[src/rtl/encoder_16_to_4.sv]
// Registered 16-to-4 priority encoder with zero and multi-hot flags.
// Index, valid and multi are captured together so they never mix samples.
module encoder_16_to_4 #(
   parameter int MSB_PRIORITY = 1
) (
   input  logic        clk,
   input  logic        rst_n,
   input  logic        en,
   input  logic [15:0] i,
   output logic [3:0]  o,
   output logic        valid,
   output logic        multi
);

   logic [3:0] idx;
   logic       any_set;
   logic       multi_set;

   logic [3:0] o_d, o_q;
   logic       valid_d, valid_q;
   logic       multi_d, multi_q;

   // Last match in scan order wins, so scan direction sets the priority.
   always_comb begin
      idx = 4'd0;
      if (MSB_PRIORITY != 0) begin
         for (int k = 0; k < 16; k++) begin
            if (i[k]) idx = 4'(k);
         end
      end else begin
         for (int k = 15; k >= 0; k--) begin
            if (i[k]) idx = 4'(k);
         end
      end
   end

   assign any_set   = |i;
   assign multi_set = |(i & (i - 16'd1));

   always_comb begin
      o_d     = o_q;
      valid_d = valid_q;
      multi_d = multi_q;
      if (en) begin
         o_d     = idx;
         valid_d = any_set;
         multi_d = multi_set;
      end
   end

   always_ff @(posedge clk or negedge rst_n) begin
      if (!rst_n) begin
         o_q     <= 4'd0;
         valid_q <= 1'b0;
         multi_q <= 1'b0;
      end else begin
         o_q     <= o_d;
         valid_q <= valid_d;
         multi_q <= multi_d;
      end
   end

   assign o     = o_q;
   assign valid = valid_q;
   assign multi = multi_q;

endmodule

[config.mk]
export PLATFORM = sky130hd
export DESIGN_NAME = encoder_16_to_4
export DESIGN_NICKNAME = d
export VERILOG_FILES = /design/src/rtl/encoder_16_to_4.sv
export SDC_FILE = /design/constraint.sdc
export NUM_CORES = 1
export LEC_CHECK = 0
export BUFFER_PORTS_ARGS = -buffer_cell sky130_fd_sc_hd__buf_4
export CORE_AREA = 2 2 39 41
export CTS_CLUSTER_SIZE = 10
export DETAILED_ROUTE_END_ITERATION = 16
export DIE_AREA = 0 0 41 43
export PLACE_DENSITY = 0.66
export SLEW_MARGIN = 25
export SYNTH_ARGS = -nofsm -noshare
export SYNTH_HDL_FRONTEND = slang
export SYNTH_SLANG_ARGS = --single-unit
[constraint.sdc]
create_clock -name clk -period 2.1 [get_ports clk]
set_clock_uncertainty 0.1 [all_clocks]
set_input_delay 0.315 -clock clk [delete_from_list [all_inputs] [get_ports clk]]
set_output_delay 0.315 -clock clk [all_outputs]
set_load 0.02 [all_outputs]
# Yosys cells after proc, flatten, opt, wreduce, memory -nomap -nowiden
# Index checks and enable logic that the tools add are counted.
dict set report classes {
  n_addsub 1
  n_mux 15
  n_bitwise 1
  reduce_logical 2
}
# op count
set ops {}
lappend ops {{2-to-1 mux 4 bit} 13}
lappend ops {{OR reduction 16 bit} 2}
lappend ops {{AND 16 bit} 1}
lappend ops {{subtractor 16 x 1 -> 16 bit, second input constant} 1}
lappend ops {{2-to-1 mux 2 bit} 1}
lappend ops {{2-to-1 mux 1 bit} 1}
dict set report word_totals {
  ff_bits 6
  input_bits 19
  out_inout_bits 6
  elab_cells 22
}

# Depth between registers and ports, before layout
# Gate-level depths: netlist (run 1).
dict set report logic_depth {
  depth_word 15
  mapped_depth 5
  mapped_depth_nobuf 5
}

# Worst setup path after synthesis (run 1)
# Ideal clock, no wire load.
dict set report synth_timing {
  path_kind {input to register}
  startpoint {input i[3]}
  endpoint {register multi_q (netlist: multi)}
  setup_time_ps 149
  t_arrival_ps 1339
  t_required_ps 1851
  path_slack_ps 512
  cell_stages 4
  n_path_buf 0
  cell_sequence {or3_1 > maj3_2 > o311ai_1 > a41oi_1}
}
dict set report synth_between {
  elab_chain_len 3
}
# item line_no
set synth_rtl {}
lappend synth_rtl {{start: declaration} 9} ;# input logic [15:0] i,
lappend synth_rtl {{subtractor 16 x 1 -> 16 bit} 38} ;# assign multi_set = |(i & (i - 16'd1));
lappend synth_rtl {{AND 16 bit (*)} 38}
lappend synth_rtl {{OR reduction 16 bit (*)} 38}
lappend synth_rtl {{end signal: assignment} 59} ;# multi_q <= multi_d;
lappend synth_rtl {{end: declaration} 21} ;# logic multi_d, multi_q;
# Every way passes the cells marked *; elsewhere a longest branch is shown, timed or not.
# A chain may end at the register's enable or synchronous reset.

# Final worst setup path (run 1)
# Same ends and word-level chain as after synthesis.

==> results of run 1 <==
## worst paths after layout
| path | start | to | slack (ns) |
|---|---|---|---|
| hold reg to reg | valid | valid | 0.43 |
| hold / removal | en | o[2] | 0.25 |
| max in group asynchronous | rst_n | o[0] | 1.47 |
| setup / recovery | i[3] | multi | 0.54 |
| min in group asynchronous | rst_n | o[2] | 0.32 |
| setup reg to reg | o[0] | o[0] | 1.29 |
## per-stage QoR
stage	utilization, %	cells	hold slack (ns)
final	50.8	108	0.248
after global routing	50.8	108	0.255
after CTS	50.8	108	0.242
after detailed placement	48.5	104	0.0275
after global placement	48.5	104	0.0256
after floorplan	-	65	-0.0806
## kinds of logic (layout without fill, tap and decap cells)
group                      Yosys count  after routing
buffers and inverters                3             30
DFF                                  6              6
and+or+nand+nor                     32             32
AOI/OAI and AO/OA                   23             23
adders and majority gates            1              1
## layer usage
layer  track usage [%]  share of wire [%]
met5                 0                  0
met2              26.3                 48
met3              8.38                9.7
met4              12.0                2.7
met1              23.1                 40
## power breakdown
| part | internal [mW] | switching [mW] |
|---|---|---|
| clock | 0.0647 | 0.0423 |
| combinational | 0.0458 | 0.0478 |
| sequential | 0.121 | 0.00215 |
## sequential cells by signal (all words and copies together) (netlist names)
| signal | count |
|---|---|
| o | 4 |
| multi | 1 |
| valid | 1 |
## area by class of cell
| cell class | count | area [sq um] |
|---|---|---|
| Multi-Input combinational cell | 56 | 313 |
| Timing Repair Buffer | 25 | 190 |
| Fill cell | 149 | 681 |
| Sequential cell | 6 | 150 |
| Clock buffer | 3 | 22.5 |
| Tap cell | 16 | 20.0 |
| Inverter | 2 | 7.51 |
## cell usage in the layout (no fill, tap or decap)
cell type / synthesis / routed
nand3b_1: 1 / 1
a41oi_1: 1 / 1
nor2_1: 16 / 16
dlygate4sd3_1: 0 / 1
clkbuf_4: 0 / 3
or4_1: 1 / 1
nor2b_1: 1 / 1
o21bai_1: 2 / 2
o32ai_1: 1 / 1
maj3_2: 1 / 1
o21ai_0: 3 / 3
nor4_1: 2 / 2
or3_1: 1 / 1
a2111oi_0: 1 / 1
nor3_1: 6 / 6
a21oi_1: 7 / 7
inv_1: 2 / 2
buf_4: 0 / 24
a211o_1: 1 / 1
a211oi_1: 1 / 1
a31oi_1: 2 / 2
nand2_1: 3 / 3
o41ai_1: 1 / 1
o31ai_1: 1 / 1
a221oi_1: 1 / 1
o311ai_1: 1 / 1
dfrtp_1: 6 / 6
nand2b_1: 1 / 1
## repair_timing
action,CTS,global route
hold buffers,1,0
hold endpoints to repair,6,0
setup buffers,0,0
gates resized for setup,0,0
## critical path, delay by kind of cell
family | cells | cell delay, ns
adders and majority gates | 1 | 0.31
AOI/OAI and AO/OA | 2 | 0.42
and+or+nand+nor | 1 | 0.38
buffers and inverters | 1 | 0.13
==> metrics.txt, run 1 <==
crit share post-route=74.4%; crit-path cells=buf_4 -> or3_1 -> maj3_2 -> o311ai_1 -> a41oi_1; most numerous cell in the Yosys netlist=nor2_1; adder-cell share of the synthesized area=2.37%; cts bufs inserted=3; residual DRC count=0; Post-synth ARST share=100%; final setup vio count=0; RSZ-0062 raised after global routing=false; simple-gate area share of the yosys netlist=a little under a third; share of cells above drive strength 1=30.4%; worst min path class=in2reg; Longest Clk Path Bufs=2; Die Wd=just over 40 um; fmax=0.640 GHz; pin count of the biggest net entering global routing=14; Worst Path Arrival=1.56 ns; sum of negative setup slack=0 ns; slew margin rel.=about 70%; clk_lat worst skew=around 0.25 ns; count of unique library cells instantiated by Yosys=26; Vias=approximately 610; total congestion overflow=0; HPWL after DPL=1050 um; die height=around 43 um; Critical Path RT=2.10 ns; hold depth=2; most frequent cells after synthesis=nor2_1, a21oi_1, dfrtp_1, nor3_1; Mapped Area=474 sq um; 1st-iter DRT viols=9; 1st-pass router iterations=4; CTS tree=done; Worst-Margin Slew=0.438 ns; Yosys warning total=0; Syn Inst Count=65; multiplexer area fraction after synthesis=0%; CP Launch Type=input port; cell type with the largest total area after synthesis=dfrtp_1; final wirelength=1320 um; DP Area=671 sq um; Compound-Gate Fraction of Synth Area=32.5%; Slew Limit Fails=0; synthesis-to-finish area growth=48.3%; crit-path max FO=5; Synthesized Nets=84; IO Port Bufs=24; post-synth top area share=31.7%; Max VDD drop=251 uV; H-tree levels=1; Final Cell Area=703 sq um; total track usage=19.1%; slowest CP cell=or3_1; max-cap violations=0; register area share after synthesis=a little under a third; CP Capture Type=flip-flop; Mean Syn Cell Area=7.30 sq um; leakage power total=0.279 nW; top cells by area, synth=dfrtp_1, nor2_1, a21oi_1; vias in the first global route=approximately 530; Initial Util=34.3%; Clk pin slew, worst setup/hold paths=0.04 ns; Power Total=0.323 mW; Vias/cell=5.63; FF+latch count, synth=6; Place WS=0.267 ns; Final Hold Viols=0; nets=113; EDFF count, synth=0; kind of critical path=in2reg; die footprint=1760 sq um; depth of the most critical reg-to-reg path=2; num rows=14; clock sink count=6; XOR/XNOR share of the synthesized area=0%; Main synth FF type=dfrtp_1; post-layout min period=1.56 ns; io pins=25; critical path's largest stage delay=0.38 ns; status=complete, no violations; PwrDens=460 nW/um^2; Placer Congestion=0.803; core footprint=1380 sq um; wire length of the first global-routing pass=2160 um; antenna cells=0; initial antenna violation count=0; Post-DRT Antenna Nets=0; CTS Root Cell=clkbuf_4; final setup margin=0.537 ns; Avg WL per Cell=12.3 um; largest family of logic cells by synthesized area=compound AO/OA/AOI/OAI gates
Note: power is estimated with default switching activity, not from simulation.
==> run 2: changes to the inputs <==
--- a/config.mk
+++ b/config.mk
@@ -10,7 +10,7 @@
 export CTS_CLUSTER_SIZE = 10
 export DETAILED_ROUTE_END_ITERATION = 16
 export DIE_AREA = 0 0 41 43
-export PLACE_DENSITY = 0.66
+export PLACE_DENSITY = 0.68
 export SLEW_MARGIN = 25
 export SYNTH_ARGS = -nofsm -noshare
 export SYNTH_HDL_FRONTEND = slang
==> constraint.sdc (replaced) <==
create_clock -name clk -period 1.3 [get_ports clk]
set_clock_uncertainty 0.1 [all_clocks]
set_input_delay 0.195 -clock clk [delete_from_list [all_inputs] [get_ports clk]]
set_output_delay 0.195 -clock clk [all_outputs]
set_load 0.02 [all_outputs]
==> run 2 against run 1 <==
Net effect:
- the flow now finishes with violations (negative setup slack)
- worst setup slack worse by 0.63 ns
- flip-flop and latch count unchanged
- cell count grew 16%
- global-route usage grew 0.72 points
- routed wire length grew 18%
- die area did not move
- clock power grew 65%
- sequential power increased by 62%
- critical endpoint unchanged
- hold slack worse by 0.059 ns
==> metrics.txt, run 2 (synthesized netlist as in run 1, its figures left out) <==
status=finished, violations left; failing checks=negative setup slack; clk_lat worst skew=0.24 ns (about the same); CTS Root Cell=clkbuf_4; most common cell after layout, fill and taps aside=buf_4; CP Launch Type=input port; cts bufs inserted=3 (unchanged); core footprint=1380 sq um (unchanged); IO Port Bufs=24 (unchanged); CP Capture Type=flip-flop; commonest cells after routing, fill and taps aside=buf_4, nor2_1, a21oi_1, nor3_1, dfrtp_1; die footprint=1760 sq um (unchanged); Initial Util=34.3% (unchanged); HPWL after DPL=1210 um (+15%); Internal=0.410 mW (+77%); Max VDD drop=638 uV (+150%); crit share post-route=107%; kind of critical path=in2reg; Placer Congestion=0.751 (-6.4%); crit-path max FO=3 (-2); H-tree levels=1 (unchanged); synthesis-to-finish area growth=90.5%; PwrDens=645 nW/um^2 (+40%); final setup vio count=1 (+1); Clk pin slew, worst setup/hold paths=0.05 ns (about the same); leakage power total=0.385 nW (+38%); Slew Limit Fails=0 (unchanged); Worst Path Arrival=1.39 ns (-0.17 ns); max FFs per register=4 (unchanged); Vias/cell=5.15 (-8.5%); num rows=14 (unchanged); total track usage=19.8% (+0.72 points); 1st-pass router iterations=4 (unchanged); depth of the most critical reg-to-reg path=2 (unchanged); final wirelength=1560 um (+18%); initial antenna violation count=0 (unchanged); final setup margin=-0.0899 ns (-0.627 ns); filler instances=132 (-11%); die height=43 um (unchanged); antenna cells=0 (unchanged); sum of negative setup slack=-0.0899 ns (-0.0899 ns); CTS tree=done; post-layout min period=1.39 ns; clock sink count=6 (unchanged); Seq pwr share=34.1% (-3.9 points); sw frac=29.7% (+1.1 points); pin count of the biggest net entering global routing=13 (-1); 1st-iter DRT viols=7 (-2); slowest CP cell=or3_4; worst min path class=in2async; max-cap violations=0 (unchanged); critical path's largest stage delay=0.38 ns (about the same); Post-DRT Antenna Nets=0 (unchanged); total congestion overflow=0 (unchanged); io pins=25 (unchanged); Psw=0.173 mW (+87%); Longest Clk Path Bufs=2 (unchanged); Final Hold Viols=0 (unchanged); vias in the first global route=596 (+13%); slew margin rel.=77.3% (+6.8 points); residual DRC count=0 (unchanged); Sequential Area=150 sq um (unchanged); footprint of the multi-input gates=374 sq um (+20%); nets=130 (+15%); Logic pwr share=35.6% (+6.7 points); Avg WL per Cell=12.5 um (+1.6%); fmax=0.719 GHz; WP buf/inv=1 (unchanged); Vias=644 (+5.9%); Worst path depth=5 (unchanged); Core Util, Final=65.3% (+14 points); RSZ-0062 raised after global routing=true; Critical Path RT=1.30 ns (-0.80 ns); Die Wd=41 um (unchanged); Worst-Margin Slew=0.336 ns (-0.103 ns); Place WS=-0.465 ns (-0.732 ns); Clock power frac=30.3% (-2.8 points); share of cells above drive strength 1=47.7% (+17 points); wire length of the first global-routing pass=2380 um (+10%); crit-path leading delay family=compound AO/OA/AOI/OAI gates; crit-path cells=buf_8 -> or3_4 -> maj3_2 -> o311ai_4 -> a41oi_2
==> run 2: cell count changes in the layout (fill, tap and decap cells not counted), sizes merged <==
cell,change
buf,+17
==> run 2: power by group through the flow <==
stage	clock (mW)	combinational (mW)	sequential (mW)
after floorplan	0	0.0488	0.210
after global placement	0	0.178	0.201
after detailed placement	0	0.181	0.201
after CTS	0.180	0.199	0.199
after global routing	0.193	0.225	0.199
final	0.177	0.207	0.199
==> run 2: path summary, 6_finish.rpt <==
kind	from	end	slack, ns
max in group asynchronous	rst_n	o[2]	0.80
worst min register to register	valid	valid	0.43
worst max register to register	o[0]	o[0]	0.46
worst max-delay path	i[0]	multi	-0.09
worst min-delay path	rst_n	valid	0.19
min in group clk	en	valid	0.20
==> run 2: what timing repair did <==
action                                  4_1_cts  5_1_grt
hold buffers                                  1        0
gates resized for setup                       9        4
buffers inserted                              1        0
pin swaps                                     4        3
endpoints found under the hold margin         6        0
endpoints found under the setup margin        1        2
==> run 2: worst reg2reg max path, cell delays in order (launching register included) <==
cell and delay [ns]:
dfrtp_1 0.38, o21ai_0 0.15, a31oi_1 0.07
==> run 2: metrics by stage <==
step | cell area, sq um | cells | hold slack, ns | power, mW
6_report | 903 | 125 | 0.188 | 0.583
4_1_cts | 878 | 125 | 0.192 | 0.577
2_1_floorplan | 474 | 65 | -0.201 | 0.259
3_3_place_gp | 791 | 120 | -0.0946 | 0.379
5_1_grt | 903 | 125 | 0.199 | 0.617
3_5_place_dp | 791 | 120 | -0.0959 | 0.383
==> run 2: area by class of cell <==
cell class,count,share of cell area [%]
clock buffer,3,2.49
sequential,6,16.6
tap,16,2.22
multi-input combinational,56,41.4
timing repair buffer,42,36.4
inverter,2,0.831
==> run 2: per-layer routing <==
metal / vias up / global-route usage, % / share of wire [%]
met4: 0 / 4.00 / 0.90
met5: - / 0 / 0
met2: 16 / 33.8 / 51
li1: 338 / - / -
met1: 288 / 23.9 / 44
met3: 2 / 4.71 / 4.7
==> run 3: changes to the inputs <==
--- a/config.mk
+++ b/config.mk
@@ -5,12 +5,12 @@
 export SDC_FILE = /design/constraint.sdc
 export NUM_CORES = 1
 export LEC_CHECK = 0
-export BUFFER_PORTS_ARGS = -buffer_cell sky130_fd_sc_hd__buf_4
 export CORE_AREA = 2 2 39 41
 export CTS_CLUSTER_SIZE = 10
 export DETAILED_ROUTE_END_ITERATION = 16
 export DIE_AREA = 0 0 41 43
-export PLACE_DENSITY = 0.68
+export DONT_BUFFER_PORTS = 1
+export MAX_ROUTING_LAYER = met4
 export SLEW_MARGIN = 25
 export SYNTH_ARGS = -nofsm -noshare
 export SYNTH_HDL_FRONTEND = slang
==> run 3 against run 2 <==
Net effect:
- the run now ends clean
- cell count fell by 30%
- via count fell by 18%
- worst setup slack improved by 0.15 ns
- combinational power fell by 67%
- total power fell by 23%
- critical path depth fell by 1
- sequential power rose by 5%
- first-iteration DRC count rose by 29%
- flip-flop and latch count did not move
- routed wire length fell by 21%
- critical path type unchanged
- critical endpoint unchanged
==> metrics.txt, run 3 (synthesized netlist as in run 1, its figures left out) <==
status=complete, no violations; CTS tree=done; Place WS=-0.213 ns (+0.253 ns); Critical Path RT=1.30 ns (about the same); PwrDens=783 nW/um^2 (+21%); depth of the most critical reg-to-reg path=2 (unchanged); Clk pin slew, worst setup/hold paths=0.05 ns (about the same); commonest cells after routing, fill and taps aside=nor2_1, a21oi_1, nor3_1, dfrtp_1; Final Cell Area=571 sq um (-37%); reg-to-reg endpoint=o[0]; r2r setup slk=0.39 ns (-0.07 ns); Final Hold Viols=0 (unchanged); Avg WL per Cell=14.0 um (+12%); io pins=25 (unchanged); met2 Resource Use GR=24.1% (-9.7 points); reg2reg start=o[0]; cts bufs inserted=3 (unchanged); final setup margin=0.0553 ns (+0.145 ns); Post-DRT Antenna Nets=0 (unchanged); total track usage=15.8% (-4.0 points); footprint of the multi-input gates=328 sq um (-12%); num rows=14 (unchanged); core footprint=1380 sq um (unchanged); met3 Usage GRT=3.14% (-1.6 points); CP Launch Point=i[3]; vias in the first global route=489 (-18%); CP endpoint=multi; leakage power total=0.190 nW (-51%); Initial Util=34.3% (unchanged); Die Wd=41 um (unchanged); IO Port Bufs=0 (-100%); synthesis-to-finish area growth=20.3%; CP Launch Type=input port; initial antenna violation count=0 (unchanged); crit share post-route=95.7% (-11 points); worst min path class=in2reg; crit-path max FO=5 (+2); final wirelength=1230 um (-21%); clock sink count=6 (unchanged); slew margin rel.=72.2% (-5.1 points); Slew Limit Fails=0 (unchanged); met1 Track Usage GR=21.8% (-2.1 points); buffer count from post-CTS setup fixing=0 (-1); antenna cells=0 (unchanged); pin count of the biggest net entering global routing=10 (-3); DP Area=513 sq um (-35%); Placer Congestion=0.888 (+18%); Longest Clk Path Bufs=2 (unchanged); HPWL after DPL=941 um (-22%); Max VDD drop=261 uV (-59%); share of cells above drive strength 1=12.5% (-35 points); die height=43 um (unchanged); wire length of the first global-routing pass=1930 um (-19%); die footprint=1760 sq um (unchanged); Vias/cell=5.99 (+16%); residual DRC count=0 (unchanged); CP Capture Type=flip-flop; clk_lat worst skew=0.24 ns (about the same); total congestion overflow=0 (unchanged); slowest CP cell=or4_1; Worst path depth=4 (-1); 1st-iter DRT viols=9 (+2); final setup vio count=0 (-1); most common cell after layout, fill and taps aside=nor2_1; H-tree levels=1 (unchanged); critical path's largest stage delay=0.43 ns (+0.05 ns); filler instances=155 (+17%); max-cap violations=0 (unchanged); Sequential Area=150 sq um (unchanged); max FFs per register=4 (unchanged); 1st-pass router iterations=4 (unchanged); Vias=527 (-18%); Core Util, Final=41.2% (-24 points); crit-path cells=or3_1 -> or4_1 -> o311ai_2 -> a41oi_1; WP buf/inv=0 (-1); Worst-Margin Slew=0.413 ns (+0.0777 ns); kind of critical path=in2reg; fmax=0.803 GHz (+12%); CTS Root Cell=clkbuf_4; Worst Path Arrival=1.24 ns (-0.15 ns); post-layout min period=1.24 ns (-0.145 ns); GRT Max-Usage Layer=met2; nets=93 (-28%); crit-path leading delay family=simple AND/OR/NAND/NOR gates
[run 3: repair_timing]
| action | in CTS | in global routing |
|---|---|---|
| hold buffers | 2 | 0 |
| endpoints found under the hold margin | 11 | 0 |
| gates resized for setup | 0 | 3 |
| endpoints found under the setup margin | 0 | 1 |
[run 3: through the flow]
stage | power, mW | TNS, ns | hold WS [ns] | std cells
2_1_floorplan | 0.259 | -0.168 | -0.201 | 65
3_5_place_dp | 0.267 | -0.222 | -0.200 | 83
4_1_cts | 0.448 | 0 | 0.0112 | 88
3_3_place_gp | 0.266 | -0.216 | -0.200 | 83
5_1_grt | 0.478 | -0.0111 | 0.0342 | 88
6_report | 0.447 | 0 | 0.0117 | 88
[run 3: how the worst min path moves through the flow]
stage | startpoint | endpoint | slack (ns) | cells after the start
6_report | en | o[3] | 0.01 | 2
5_1_grt | en | o[3] | 0.03 | 2
4_1_cts | en | o[3] | 0.01 | 2
3_5_place_dp | rst_n | o[3] | -0.20 | 0
3_3_place_gp | rst_n | o[1] | -0.20 | 0
2_1_floorplan | rst_n | multi | -0.20 | 0
[run 3: cell type report]
| class | instances | area share, % |
|---|---|---|
| flip-flops and latches | 6 | 26.3 |
| inverters | 2 | 1.32 |
| multi-input cells | 56 | 57.5 |
| clock buffers | 3 | 3.95 |
| repair buffers | 5 | 7.46 |
| well taps | 16 | 3.51 |
[run 3: metal layers]
layer  part of all wire, %  vias to the layer above
li1                      -                      263
met4                  0.65                        0
met2                    53                       18
met3                   5.4                        2
met5                     0                        -
met1                    40                      244
[run 3: report_power, final]
part	switching [mW]	internal [mW]	total, mW
sequential	0.0132	0.194	0.208
combinational	0.0312	0.0370	0.0683
clock	0.0665	0.104	0.171
[run 3: worst register-to-register path: stages (launching register included)]
cell and delay, ns:
dfrtp_1 0.44, o21ai_0 0.19, a31oi_1 0.06
